$ cat config.mk
export PLATFORM = sky130hd
export DESIGN_NAME = fpu_result_stage
export DESIGN_NICKNAME = d
export VERILOG_FILES = /design/src/rtl/fpu_result_stage.sv
export SDC_FILE = /design/constraint.sdc
export NUM_CORES = 1
export LEC_CHECK = 0
export CAP_MARGIN = 20
export CELL_PAD_IN_SITES_DETAIL_PLACEMENT = 1
export CELL_PAD_IN_SITES_GLOBAL_PLACEMENT = 2
export CORE_UTILIZATION = 23
export DETAILED_ROUTE_END_ITERATION = 16
export PLACE_DENSITY_LB_ADDON = 0.1
export SETUP_SLACK_MARGIN = 0.3
export SLEW_MARGIN = 20
export SYNTH_ARGS = -nofsm -noshare
export SYNTH_HDL_FRONTEND = slang
export SYNTH_SLANG_ARGS = --single-unit
$ cat constraint.sdc
create_clock -name CLK -period 1.6 [get_ports CLK]
set_input_delay 0.16 -clock CLK [delete_from_list [all_inputs] [get_ports CLK]]
set_output_delay 0.16 -clock CLK [all_outputs]
set_load 0.01 [all_outputs]
$ cat src/rtl/fpu_result_stage.sv
// fpu_result_stage: formats FPU results and exceptions into a 2-entry FIFO with sticky flags and an exception counter
// Ports: CLK/RST clock and sync active-high reset; IN_VALID/IN_READY input handshake;
//   FP_OPERATION, OP_A, OP_B, ARITH_RESULT, OP_IS_EXCEPTION, FP_EXCE incoming result and exception info;
//   OUT_VALID/OUT_READY output handshake; RESULT, RESULT_EXCE head entry;
//   STATUS_FLAGS sticky flags cleared by FLAGS_CLR; EXCE_COUNT saturating exception count
module fpu_result_stage #(
  parameter int         DEPTH    = 2,
  parameter logic [7:0] QNAN_VAL = 8'h7C,
  parameter logic [6:0] INF_MAG  = 7'h78
) (
  input  logic       CLK,
  input  logic       RST,
  input  logic       IN_VALID,
  output logic       IN_READY,
  input  logic [1:0] FP_OPERATION,
  input  logic [7:0] OP_A,
  input  logic [7:0] OP_B,
  input  logic [7:0] ARITH_RESULT,
  input  logic       OP_IS_EXCEPTION,
  input  logic [2:0] FP_EXCE,
  output logic       OUT_VALID,
  input  logic       OUT_READY,
  output logic [7:0] RESULT,
  output logic [2:0] RESULT_EXCE,
  output logic [3:0] STATUS_FLAGS,
  input  logic       FLAGS_CLR,
  output logic [7:0] EXCE_COUNT
);
  logic [1:0] r_cnt;
  logic       r_wp, r_rp;
  logic [7:0] r_data [2];
  logic [2:0] r_exce [2];
  logic [3:0] r_flags;
  logic [7:0] r_ecnt;
  logic       w_acc, w_pop, w_exc, w_head;
  logic [7:0] w_res;
  logic [2:0] w_code;
  logic [3:0] w_set;
  logic [1:0] w_unused_op;
  assign w_unused_op = FP_OPERATION;
  assign IN_READY  = r_cnt < 2'(DEPTH);
  assign OUT_VALID = r_cnt != 2'd0;
  assign w_acc     = IN_VALID && IN_READY;
  assign w_pop     = OUT_VALID && OUT_READY;
  assign w_exc     = OP_IS_EXCEPTION && FP_EXCE != 3'd0;
  assign w_res     = !w_exc ? ARITH_RESULT : FP_EXCE == 3'd3 ? {OP_A[7] ^ OP_B[7], INF_MAG} : QNAN_VAL;
  assign w_code    = w_exc ? FP_EXCE : 3'd0;
  assign w_set     = w_acc && w_exc ? {FP_EXCE[2], FP_EXCE == 3'd3, FP_EXCE == 3'd2, FP_EXCE == 3'd1} : 4'd0;
  // When empty, the read pointer has already moved past the last popped entry; look back so outputs hold.
  assign w_head       = OUT_VALID ? r_rp : ~r_rp;
  assign RESULT       = r_data[w_head];
  assign RESULT_EXCE  = r_exce[w_head];
  assign STATUS_FLAGS = r_flags;
  assign EXCE_COUNT   = r_ecnt;
  always_ff @(posedge CLK) begin
    if (RST) begin
      r_cnt   <= 2'd0;
      r_wp    <= 1'b0;
      r_rp    <= 1'b0;
      r_data  <= '{8'd0, 8'd0};
      r_exce  <= '{3'd0, 3'd0};
      r_flags <= 4'd0;
      r_ecnt  <= 8'd0;
    end else begin
      if (w_acc) begin
        r_data[r_wp] <= w_res;
        r_exce[r_wp] <= w_code;
        r_wp         <= ~r_wp;
      end
      if (w_pop) r_rp <= ~r_rp;
      r_cnt   <= r_cnt + {1'b0, w_acc} - {1'b0, w_pop};
      r_flags <= (FLAGS_CLR ? 4'd0 : r_flags) | w_set;
      r_ecnt  <= r_ecnt + {7'd0, w_acc && w_exc && r_ecnt != 8'hFF};
    end
  end
endmodule
==> out/metrics.csv <==
stage,metric,value,unit
timing,finalWorstPathRequiredPeriod,1900,ps
setup_path,crit_chain,or2_4 -> xor2_4 -> buf_6 -> buf_16 -> mux2_4 -> buf_6,
timing,setup_violations,33,
floorplanning,dieWidth,87.0,um
yosys,synth_nets,216,
timing,report.final.slew_viol_count,0,
yosys,synth_area,0.00166,mm^2
floorplanning,core-area,0.00687,mm^2
global_route,grt_max_degree,23,
timing,worst_pin_slew,399,ps
clock_network,insertion_delay,300,ps
global_route,track_usage,0.166,
yosys,synth_edf_count,0,
global_route,antenna_found_initial,0,
pwr,vdd_drop_max,0.780,mV
pwr,p_per_area,1230,mW/mm^2
clock_network,cts_sinks,38,
route,drt_pre_antenna_iters,4,
setup_path,reg2reg_to,r_data[10],
setup_path,cp-end-kind,primary output,
yosys,synthCells,177,
setup_path,worst_path_max_delay_cell,dfxtp_4,
layout,nNetsFinal,310,
run,maxCapViolCount,0,
layout,multi_input_comb_area,0.00108,mm^2
yosys,ys_warn_count,0,
setup_path,worstSetupPathType,reg -> out,
setup_path,critPathMaxFanout,5,
yosys,synth_top_area_cell,dfxtp_1,
yosys,synthFlopType,dfxtp_1,
outcome,status,"complete, but fails checks",
floorplanning,die_h,87.0,um
layout,diodes,0,
route,wirelength,5890,um
hold_path,min_to,STATUS_FLAGS[2],
outcome,violations,negative setup slack,
placed_design,place.port_buffers,43,
pwr,total_power,0.00373,W
placed_design,place_congestion,0.796,
hold_path,hold_start,STATUS_FLAGS[2],
timing,finalSetupTns,-5600,ps
route,avgViaCountPerCell,4.62,
floorplanning,dieArea,0.00757,mm^2
pwr,leakagePower,1.25,nW
route,avgRoutedWirePerCell,16.0,um
yosys,async_flop_share,0,
global_route,grt_pass1_vias,1885,
hold_path,hold_depth,2,
route,antenna_left,0,
yosys,synth_cell_types,40,
timing,rsz0062_at_grt,yes,
yosys,synthTopCellsByArea,"dfxtp_1 46%, mux2_2 7.5%, nor2_1 4.5%",
yosys,avgSynthCellArea,9.39,um^2
route,num_vias,1700,
setup_path,arrival,1740,ps
timing,clock_skew,4.67,ps
clock_network,clock-root-buffer,clkbuf_8,
timing,slew_headroom,0.732,
global_route,grt_pass1_wl,9500,um
floorplanning,ios,60,
setup_path,reg2reg_depth,7,
setup_path,slowest_delay,350,ps
clock_network,cts_tree,yes,
yosys,synth_seq_cells,38,
layout,drive_above_1_share,0.489,
layout,fill_cells,784,
clock_network,clkTransAtPathRegs,80,ps
setup_path,rrSetupSlack,-240,ps
floorplanning,rows,30,
floorplanning,start_util,0.242,
setup_path,cp-start-kind,flop,
yosys,synth_top_area_share,0.458,
layout,area_delta_synth_final,82.6,%
placed_design,hpwl,3940,um
clock_network,clock_path_buffers,2,
timing,fin_crit_sh,1.19,
yosys,yosysSeqAreaShare,0.458,
route,drc,0,
timing,max_clock_freq,525,MHz
route,drt_iter0_markers,49,
timing,setup_ws,-305,ps
timing,hold_violations,0,
setup_path,r2r_start,r_cnt[1],
clock_network,numCtsBuffers,5,
layout,regArea,777,um^2
setup_path,required,1440,ps
hold_path,hold_class,reg -> reg,
clock_network,cts_max_level,2,
setup_path,cpMostUsedCell,buf_6,
global_route,grt_overflow,0,
-- cell usage after synthesis, drive strengths merged, types with 4 or more instances --
| master | n |
|---|---|
| a211oi | 5 |
| a21oi | 12 |
| clkbuf | 10 |
| dfxtp | 38 |
| ha | 4 |
| inv | 4 |
| mux2 | 11 |
| nand2 | 10 |
| nand3 | 9 |
| nor2 | 20 |
| o2bb2ai | 5 |
| xnor2 | 4 |
| xor2 | 4 |
-- layer usage --
layer	up-vias	GRT usage	wire length, um
met3	6	0.0294	153
met4	0	0.0485	76
met1	835	0.201	2610
met5	-	0	0
met2	29	0.300	3060
li1	830	-	-
-- power breakdown --
| part | switching (W) | internal (W) |
|---|---|---|
| combinational | 0.000753 | 0.00118 |
| clock | 0.000347 | 0.000300 |
| sequential | 0.0000932 | 0.00105 |
-- worst max-delay path by stage --
| stage | start | endpoint | slack [ps] | depth (start not counted) |
|---|---|---|---|---|
| after global placement | IN_VALID | EXCE_COUNT[6] | -380 | 8 |
| after detailed placement | IN_VALID | EXCE_COUNT[6] | -450 | 8 |
| after CTS | r_cnt[1] | RESULT[7] | -310 | 6 |
| after floorplan | EXCE_COUNT[3] | EXCE_COUNT[6] | 10 | 8 |
| after global routing | r_cnt[1] | EXCE_COUNT[7] | -360 | 9 |
| final | r_cnt[1] | RESULT[5] | -300 | 6 |
-- metrics by stage --
| step | hold slack [ps] | instances | utilization | setup slack (ps) | area, um^2 |
|---|---|---|---|---|---|
| 6_report | 473 | 368 | 0.442 | -305 | 3030 |
| 5_1_grt | 480 | 368 | 0.442 | -362 | 3030 |
| 4_1_cts | 466 | 360 | 0.422 | -310 | 2900 |
| 3_5_place_dp | 452 | 336 | 0.367 | -455 | 2520 |
| 3_3_place_gp | 443 | 336 | 0.367 | -377 | 2520 |
| 2_1_floorplan | 286 | 177 | - | 12.5 | 1780 |
-- cells by family (layout without fill, tap and decap cells) --
family	count (synthesis)	in the layout	synth area share
AOI/OAI and AO/OA	38	38	0.160
DFF	38	38	0.458
buffers and inverters	15	110	0.0354
adders and majority gates	4	4	0.0301
muxes	11	11	0.0745
xor gates and xnor gates	8	8	0.0422
and+or+nand+nor	63	63	0.200
-- what timing repair did --
item / CTS / global route
cloned: 3 / 0
resized for setup: 121 / 19
hold buffers: 0 / 0
setup buffers: 13 / 8
pin swaps: 20 / 16
setup endpoints to repair: 50 / 50
-- final cells by class --
class	count	area share
Clock inverter	2	0.00289
Tap cell	96	0.0396
Multi-Input combinational cell	124	0.356
Sequential cell	38	0.256
Timing Repair Buffer	98	0.315
Clock buffer	6	0.0239
Inverter	4	0.00660
-- worst max-delay path, delay by kind of cell (launching register included) --
| kind | cells | cell delay [ps] |
|---|---|---|
| xor+xnor | 1 | 160 |
| flops | 1 | 350 |
| mux | 1 | 300 |
| buf+inv | 3 | 380 |
| simple gates | 1 | 250 |
-- state kept, by name, indices dropped and copies added, names as in the netlist --
name	count
r_exce	6
r_cnt	2
r_rp	1
r_wp	1
STATUS_FLAGS	4
EXCE_COUNT	8
r_data	16
-- cell usage in the layout, fill, tap and decap left out, types with 3 or more instances in the layout --
cell / netlist / layout
nand2_2: 0 / 5
nor2_2: 0 / 4
nor2b_1: 3 / 3
dfxtp_4: 0 / 3
xnor2_2: 0 / 3
a21oi_1: 12 / 9
a21oi_2: 0 / 3
a22o_1: 3 / 3
nand3_1: 9 / 7
a211oi_1: 5 / 3
mux2_4: 0 / 11
dfxtp_1: 38 / 31
buf_6: 0 / 32
nand2_1: 10 / 4
a32o_1: 3 / 3
clkbuf_8: 0 / 5
dlygate4sd2_1: 0 / 13
nor2_1: 20 / 15
o2bb2ai_1: 5 / 5
xor2_1: 4 / 3
dfxtp_2: 0 / 4
clkdlybuf4s50_1: 0 / 17
o21ai_0: 3 / 3
buf_4: 0 / 33
Note: power is estimated with default switching activity, not from simulation.
==> RTL change, RTL diff (same settings) <==
Make the reset (`RST`) asynchronous in one clocked block. Comments in the files are not updated.
--- a/src/rtl/fpu_result_stage.sv
+++ b/src/rtl/fpu_result_stage.sv
@@ -54,3 +54,3 @@
   assign EXCE_COUNT   = r_ecnt;
-  always_ff @(posedge CLK) begin
+  always_ff @(posedge CLK or posedge RST) begin
     if (RST) begin
Formal check against the unedited RTL: differs if RST is asserted again (counterexample within 4 cycles, from zero or initial values and one cycle with RST high); with RST held inactive, the same outputs for 10 cycles.
==> RTL change against the original RTL <==
  * The run still ends with negative setup slack left
  * Cell area grew 8.9%
  * Clock skew grew 0.0032 ns
  * Worst setup slack lost 0.077 ns
  * Wire length shrank 8.4%
  * Global-route usage shrank 2.8 points
  * Area after synthesis grew 4.7%
  * Sequential cell count is the same
Power is not compared: it rests on default switching activity, and its combinational part moved more than twofold at a synthesized area within 25%.
==> RTL change: results (changes against the original RTL) <==
Yosys
  – Synthesized Nets: 196 (-9.3%)
  – Synth Area in Compound Gates: 10.6% (-5.4 points)
  – Top post-synthesis cells by count: dfrtp_1, nand2_1, o21ai_0
  – Sequential fraction of the synthesis area: 54.6% (+8.9 points)
  – Post-synth ARST share: 100% (+100 points)
  – Synth Flop Type: dfrtp_1
  – Post-synthesis xor/xnor area fraction: 5.97% (+1.8 points)
  – Ranking of synthesized cells by area: dfrtp_1, mux2_4, nand2_1, o21ai_0, xnor2_1
  – Post-synthesis mux area share: 9.27% (+1.8 points)
  – Adder-cell area share of the yosys netlist: 2.88% (-0.14 points)
  – Netlist cell types: 31 (-23%)

Layout
  – FFs & Latches: 38 (unchanged)
  – #MultiIn Comb: 109 (-12%)
  – Clock network share of area: 2.50% (-0.18 points)
  – Final #Nets: 287 (-7.4%)
  – Multi-input combinational cell area: 1100 sq um (+1.9%)
  – Non-clock buffers: 89 (-9.2%)

Timing
  – Sum Neg Setup Slack: -8.04 ns (-2.43 ns)
  – Skew final: 0.00789 ns (+0.00321 ns)
  – Final setup fails: 33 (unchanged)
  – Worst-Margin Slew: 0.294 ns (-0.104 ns)
  – Post-route setup slack: -0.382 ns (-0.0770 ns)

Setup path
  – Max stage delay on crit path: 0.39 ns (+0.04 ns)
  – Worst r2r dst: r_cnt[1]$_DFF_PP0_
  – Reg2Reg Depth: 10 (+3)
  – Crit path max-delay family: flip-flops
  – Crit-path slowest cell: dfrtp_1
  – Arr. time, crit path: 1.82 ns (+0.08 ns)
  – Worst Path Max Fanout: 6 (+1)

Place
  – GPL Wtd Cong: 0.817 (+2.7%)
  – Post-DP HPWL: 3170 microns (-20%)

Route
  – Wl on met1: 2220 microns (-15%)
  – 1st-iter DRT viols: 23 (-53%)
  – Metal3 WL: 189 microns (+24%)
  – DR WL/cell: 15.5 microns (-3.1%)

Clock network
  – Setup Fix Bufs, Post-CTS: 12 (-1)
  – CTS resizes: 111 (-8.3%)

Global routing
  – Met3 GRT Util: 3.42% (+0.48 points)
  – GRT met1 Usage: 16.9% (-3.2 points)
  – Tot GR Track Use: 13.8% (-2.8 points)
  – First-pass GRT wire length: 7890 microns (-17%)

Run status
  – Outcome: complete, but fails checks
  – Failing checks: negative setup slack
[RTL change: through the flow]
step | setup slack [ns] | std cells | hold slack (ns) | total power [mW] | instance area (sq um)
2_1_floorplan | -0.0237 | 157 | 0.256 | 3.10 | 1840
3_3_place_gp | -0.355 | 313 | 0.463 | 4.27 | 2540
3_5_place_dp | -0.351 | 313 | 0.479 | 4.38 | 2540
4_1_cts | -0.379 | 337 | 0.226 | 5.83 | 2930
5_1_grt | -0.440 | 348 | 0.218 | 6.95 | 3300
6_report | -0.382 | 348 | 0.215 | 6.56 | 3300
[RTL change: power groups by stage]
stage / Sequential, mW / Combinational, mW / Clock (mW)
3_3_place_gp: 1.61 / 2.66 / 0
5_1_grt: 1.78 / 4.46 / 0.713
6_report: 1.74 / 4.18 / 0.644
4_1_cts: 1.62 / 3.54 / 0.664
2_1_floorplan: 1.63 / 1.47 / 0
3_5_place_dp: 1.64 / 2.73 / 0
